$ cat src/rtl/tile_config_slave.sv
// Tile-side configuration bus slave: decodes tile/feature address, captures writes into a
// local register file and answers readback with a fixed two-cycle latency.
module tile_config_slave #(
  parameter logic [15:0] TILE_ID    = 16'h0015,
  parameter logic [7:0]  FEATURE_ID = 8'h00,
  parameter int unsigned NUM_REGS   = 4
) (
  input  logic                     clk_in,
  input  logic                     reset_in_n,
  input  logic [31:0]              config_addr_in,
  input  logic [31:0]              config_data_in,
  input  logic                     config_en_in,
  input  logic                     config_read_in,
  output logic [NUM_REGS*32-1:0]   config_reg_out,
  output logic [31:0]              read_data_out,
  output logic                     read_valid_out,
  output logic                     write_ack_out,
  output logic                     addr_err_out,
  output logic [15:0]              write_count_out
);

  logic        s1_valid;
  logic        s1_read;
  logic [31:0] s1_addr;
  logic [31:0] s1_data;

  logic [31:0] regs [NUM_REGS];

  logic [7:0]  s1_idx;
  logic        hit;
  logic        in_range;
  logic        commit_wr;
  logic [31:0] rd_word;

  assign s1_idx    = s1_addr[31:24];
  assign hit       = s1_valid && (s1_addr[15:0] == TILE_ID) && (s1_addr[23:16] == FEATURE_ID);
  assign in_range  = ({1'b0, s1_idx} < 9'(NUM_REGS));
  assign commit_wr = hit && !s1_read && in_range;

  // Stage 1: bus capture
  always_ff @(posedge clk_in or negedge reset_in_n) begin
    if (!reset_in_n) begin
      s1_valid <= 1'b0;
      s1_read  <= 1'b0;
      s1_addr  <= '0;
      s1_data  <= '0;
    end else begin
      s1_valid <= config_en_in;
      if (config_en_in) begin
        s1_addr <= config_addr_in;
        s1_data <= config_data_in;
        s1_read <= config_read_in;
      end
    end
  end

  // Readback mux; reads in stage 2 see writes committed one edge earlier
  always_comb begin
    rd_word = '0;
    for (int unsigned k = 0; k < NUM_REGS; k++) begin
      if (s1_idx == 8'(k)) rd_word = regs[k];
    end
  end

  always_ff @(posedge clk_in or negedge reset_in_n) begin
    if (!reset_in_n) begin
      for (int unsigned k = 0; k < NUM_REGS; k++) regs[k] <= '0;
    end else if (commit_wr) begin
      for (int unsigned k = 0; k < NUM_REGS; k++) begin
        if (s1_idx == 8'(k)) regs[k] <= s1_data;
      end
    end
  end

  // Stage 2: response outputs
  always_ff @(posedge clk_in or negedge reset_in_n) begin
    if (!reset_in_n) begin
      read_data_out   <= '0;
      read_valid_out  <= 1'b0;
      write_ack_out   <= 1'b0;
      addr_err_out    <= 1'b0;
      write_count_out <= '0;
    end else begin
      write_ack_out  <= commit_wr;
      read_valid_out <= hit && s1_read;
      if (hit && s1_read) begin
        read_data_out <= in_range ? rd_word : '0;
      end
      if (hit && !in_range) begin
        addr_err_out <= 1'b1;
      end
      if (commit_wr && (write_count_out != '1)) begin
        write_count_out <= write_count_out + 16'd1;
      end
    end
  end

  always_comb begin
    config_reg_out = '0;
    for (int unsigned k = 0; k < NUM_REGS; k++) begin
      config_reg_out[32*k +: 32] = regs[k];
    end
  end

endmodule
$ cat config.mk
export PLATFORM = sky130hd
export DESIGN_NAME = tile_config_slave
export DESIGN_NICKNAME = d
export VERILOG_FILES = /design/src/rtl/tile_config_slave.sv
export SDC_FILE = /design/constraint.sdc
export NUM_CORES = 1
export LEC_CHECK = 0
export BUFFER_PORTS_ARGS = -buffer_cell sky130_fd_sc_hd__clkbuf_2
export CAP_MARGIN = 10
export CORE_UTILIZATION = 58
export CTS_BUF_LIST = sky130_fd_sc_hd__clkbuf_4 sky130_fd_sc_hd__clkbuf_8 sky130_fd_sc_hd__clkbuf_16
export CTS_CLUSTER_SIZE = 8
export DETAILED_ROUTE_END_ITERATION = 8
export PLACE_DENSITY = 0.85
export SYNTH_ARGS = -nofsm -noshare
export SYNTH_HDL_FRONTEND = slang
export SYNTH_SLANG_ARGS = --single-unit
$ cat constraint.sdc
create_clock -name clk_in -period 7.3 [get_ports clk_in]
set_input_delay 0.365 -clock clk_in [delete_from_list [all_inputs] [get_ports clk_in]]
set_output_delay 0.365 -clock clk_in [all_outputs]
set_load 0.005 [all_outputs]
Word level (Yosys, flattened, before mapping)

Cells that the tools add are included.

Register bits: 245
Output and inout port bits: 179
Word-level logic and storage cells: 40

Add/sub/neg operators: 1
Magnitude comparators: 1
Equality and inequality tests: 5
Mux-type cells: 5
Reduce and logical (&&, ||, !) cells: 15

Operators by type and width:

| operator                                                              | number |
|---|---|
| 32-bit 2-to-1 mux                                                     | 5 |
| 16-bit by 1-bit adder with 16-bit output (second input constant)      | 1 |
| 16-bit by 5-bit == test with 1-bit output (second input constant)     | 1 |
| 8-bit by 2-bit == test with 1-bit output (second input constant)      | 2 |
| 8-bit logical NOT                                                     | 2 |
| 16-bit != test (second input constant)                                | 1 |
| 8-bit by 1-bit == test with 1-bit output (second input constant)      | 1 |
| 8-bit by 3-bit < comparator with 1-bit output (second input constant) | 1 |
| 2-bit AND reduction                                                   | 4 |
| 1-bit logical AND                                                     | 7 |
| 1-bit logical NOT                                                     | 2 |

Logic depth before layout (Yosys ltp)

Depth after elaboration: 6
Gate-level depth with buffers: 8

Worst setup path before layout

Ideal clock, no wire load.

Path type: register to register
Start point: reg s1_addr[29]
End point: reg regs, in the netlist config_reg_out[10]
Data arrival time: 2198 ps
Slack: 4977 ps
Stages on the path, launching flop included: 9
Buffers on the path: 3
Period minus slack after synthesis: 2323 ps
Cell sequence: dfrtp_1 > nor4_4 > nand3b_1 > or3_1 > buf_6 > or3_1 > buf_6 > buf_12 > mux2_4

Cells in the longest elaborated chain, start to end: 3
Elaborated cells between the ends (all ways): 4
Classes of those cells: order compare: 1; reduce/logical: 3

Ends and longest elaborated chain:

| what                                          | line | RTL |
|---|---|---|
| from (decl)                                   | 24   | `logic [31:0] s1_addr;` |
| from (signal assigned)                        | 50   | `s1_addr <= config_addr_in;` |
| 8-bit by 3-bit < comparator with 1-bit output | 37   | `assign in_range = ({1'b0, s1_idx} < 9'(NUM_REGS));` |
| 1-bit logical AND                             | 38   | `assign commit_wr = hit && !s1_read && in_range;` |
| 2-bit AND reduction (no line) (*)             | n/a  |  |
| to (signal, indexed assignment)               | 70   | `if (s1_idx == 8'(k)) regs[k] <= s1_data;` |
| to (decl)                                     | 27   | `logic [31:0] regs [NUM_REGS];` |

Mark *: on every way between the ends. The rest lies on a longest branch, timed or not.
A chain may end at the register's enable or synchronous reset.

Worst setup path after layout

Start point: reg s1_addr[29]
End point: reg regs, in the netlist config_reg_out[110]

Cells in the longest elaborated chain, start to end: 3
Elaborated cells between the ends (all ways): 4
Classes of those cells: order compare: 1; eq/ne: 1; reduce/logical: 2

Ends and longest elaborated chain:

| what                                          | line | RTL |
|---|---|---|
| 8-bit by 3-bit < comparator with 1-bit output | 37   |  |
| 1-bit logical AND                             | 38   |  |
| via commit_wr                                 | 32   | `logic commit_wr;` |
| 2-bit AND reduction (no line)                 | n/a  |  |

The timed path passes the listed nets, and every way through them passes these cells.

==> impl_metrics.yaml <==
status:
  status: "completed"
floorplan:
  start_util_pct: 59.8
  die_area_mm2: 0.0185
  die_w_um: 136
  core_area_mm2: 0.0174
  io_pins: 247
  std_cell_rows: 48
  die_h_um: 136
timing:
  hold_violations: 0
  slew_headroom_pct: 29.7
  rsz0062_at_grt: "false"
  setup_viol: 0
  fin_crit_sh_pct: 46.7
  fmax_ghz: 0.293
  tns_ns: 0
  hold-worst-slack_ns: 0.105
  setup_ws_ns: 3.89
  period_needed_ns: 3.41
  finClkSkew_ns: 0.0105
  drv_slew: 0
  tightest_slew_ns: 1.05
drt:
  wire_per_inst_um: 21.7
  drtPass1Iterations: 4
  drt-total-wl_um: 24400
  ant_nets: 0
  drt_iter0_drc: 255
  vias: 6516
  viasPerCell: 5.79
  drc: 0
power:
  power_density_mw_per_mm2: 235
  irDropWorstVdd_v: 0.000165
  p_leak_nw: 6.77
critical_path:
  worst_r2r_endpoint: "config_reg_out[110]"
  critPathArrivalTime_ns: 3.77
  r2r-start: "s1_addr[29]"
  endpoint_kind: "flop"
  r2r_slack_ns: 3.89
  worst-setup-path-type: "flop to flop"
  cp_max_fo: 34
  startpoint_type: "flop"
  worst_ep_required_time_ns: 7.66
  reg2reg_depth: 7
  worstSetupStartpoint: "s1_addr[29]"
logic_synthesis:
  synth.area.mux_share_pct: 32.4
  synth_cells: 645
  yosys-top-cells-area: "dfrtp_1 (59%), mux2_2 (21%), mux4_2 (6.9%), mux2_4 (4.3%), and3_1 (1.9%)"
  synth_edf_count: 0
  seq_area_frac_synth_pct: 58.8
  synth_flop_cell: "dfrtp_1"
  async_reset_ff_share_pct: 100
  synth.distinct_cells: 31
  synth-seq-cells: 245
  syn_area_mm2: 0.0104
  synth-warning-count: 0
  synth-simple-area-share_pct: 4.95
  synth-compound-area-share_pct: 0.156
  netlist.top_cell.by_area: "dfrtp_1"
  synth_xor_area_share_pct: 1.26
  syn_nets: 714
  synth_adder_area_share_pct: 0.120
  syn_area_per_cell_um2: 16.2
  synth_top_family_by_area: "multiplexers"
  post-synth-top-area-fraction_pct: 58.8
flow_run:
  max_cap_violations: 0
worst_hold_path:
  min_path_cells: 2
  hold_end: "s1_addr[29]"
  hold_class: "input pin to flop"
  min-delay-start: "config_addr_in[29]"
global_routing:
  antenna_found_initial: 0
  grt_usage_pct: 27.4
  grt_overflow: 0
  grt_max_degree: 126
  first_global_vias: 6962
  grt_pass1_wl_um: 38400
placement:
  dp_hpwl_um: 15100
  gp_congestion: 0.765
  portBuffers: 246
  post-place-ws_ns: 3.91
final_layout:
  area_delta_synth_final_pct: 22.5
  multi_input_comb_area_mm2: 0.00408
  layout.nets: 967
  seq_area_mm2: 0.00613
  antenna_cells: 0
  drive_gt1_share_pct: 62.7
  fillCellCount: 1124
clock_network:
  clk_pin_slew_ns: 0.05
  max-clock-path-buffers: 3
  clk_latency_ns: 0.49
  cts_buffers: 36
  cts_sinks: 245
  cts_tree: "done"
  root_buffer: "clkbuf_16"
  htree_levels: 2
  post-cts-setup-buffers: 0
==> cells by family (layout without fill, tap and decap cells) <==
family                     count (synthesis)  in the layout
muxes                                    258            258
adders and majority gates                  1              1
DFF                                      245            245
xor gates and xnor gates                  15             15
buffers and inverters                     42            297
and+or+nand+nor                           82             82
AOI/OAI and AO/OA                          2              2
==> sequential cells by signal, indices dropped and copies added (netlist names) <==
signal / cells
write_count_out: 16
s1_valid: 1
read_data_out: 32
write_ack_out: 1
s1_addr: 32
config_reg_out: 128
s1_read: 1
addr_err_out: 1
s1_data: 32
read_valid_out: 1
==> layer usage <==
| metal | vias up | GRT usage (%) | part of all wire, % |
|---|---|---|---|
| li1 | 2864 | - | - |
| met1 | 3371 | 35.3 | 41 |
| met2 | 242 | 44.8 | 49 |
| met3 | 39 | 7.76 | 7.6 |
| met4 | 0 | 9.01 | 2.0 |
| met5 | - | 0 | 0 |
==> synthesized netlist by cell type, types with 2 or more instances <==
cell and count:
clkbuf_1 22, mux4_2 32, nor4b_1 6, nand3_1 7, nor3_1 3, nand2_1 6
mux2_2 196, mux2_4 30, nand4_1 7, and3_2 3, buf_12 3, xnor2_1 9
nor4_1 3, dfrtp_1 245, nand3b_1 2, inv_1 2, buf_2 12, and3_1 32
xor2_1 6, buf_6 2, or3_1 2, nor2_1 6
==> report_power, final <==
group	total (mW)	switching, mW	internal [mW]	leakage [nW]
combinational	0.135	0.0690	0.0660	3.03
clock	1.42	0.530	0.894	0.469
sequential	1.44	0.0447	1.40	3.27
==> layout make-up <==
class                      count  share of cell area, %
sequential                   245                   48.0
multi-input combinational    358                   31.9
timing repair buffer         255                   10.4
clock buffer                  39                   7.37
tap                          225                   2.20
inverter                       2                 0.0588
clock inverter                 1                 0.0392
==> what timing repair did <==
action | in CTS | in global routing
hold buffers | 1 | 0
endpoints found under the hold margin | 23 | 0
resized for setup | 0 | 0
==> critical path: stages (launching register included) <==
cell	delay, ns
dfrtp_1	0.40
nor4_4	0.27
buf_4	0.39
nand3b_1	0.18
or3_1	0.48
inv_1	0.16
nand3_2	0.78
mux2_2	0.62
==> layout by cell type, fill, tap and decap left out, drive strengths merged <==
cell type,instances
a2111oi,1
a21o,1
and2,1
and3,35
and4,1
buf,9
clkbuf,284
clkinv,1
dfrtp,245
dlygate4sd3,1
ha,1
inv,2
mux2,226
mux4,32
nand2,6
nand2b,1
nand3,7
nand3b,2
nand4,7
nor2,6
nor3,3
nor3b,1
nor4,4
nor4b,6
or3,2
xnor2,9
xor2,6
==> worst max path at each step <==
stage / end / depth (start not counted)
2_1_floorplan: config_reg_out[10] / 8
3_3_place_gp: config_reg_out[114] / 7
4_1_cts: config_reg_out[110] / 7
3_5_place_dp: config_reg_out[118] / 7
6_report: config_reg_out[110] / 7
5_1_grt: config_reg_out[110] / 7
==> per-stage QoR <==
| stage | instances | area, um^2 | util [%] | total power [mW] |
|---|---|---|---|---|
| final | 1125 | 12800 | 73.3 | 3.00 |
| after global placement | 1083 | 11800 | 67.8 | 1.59 |
| after CTS | 1124 | 12800 | 73.3 | 3.03 |
| after detailed placement | 1083 | 11800 | 67.8 | 1.60 |
| after global routing | 1125 | 12800 | 73.3 | 3.10 |
| after floorplan | 645 | 10400 | - | 1.52 |
Power figures use the tool's default switching activity.
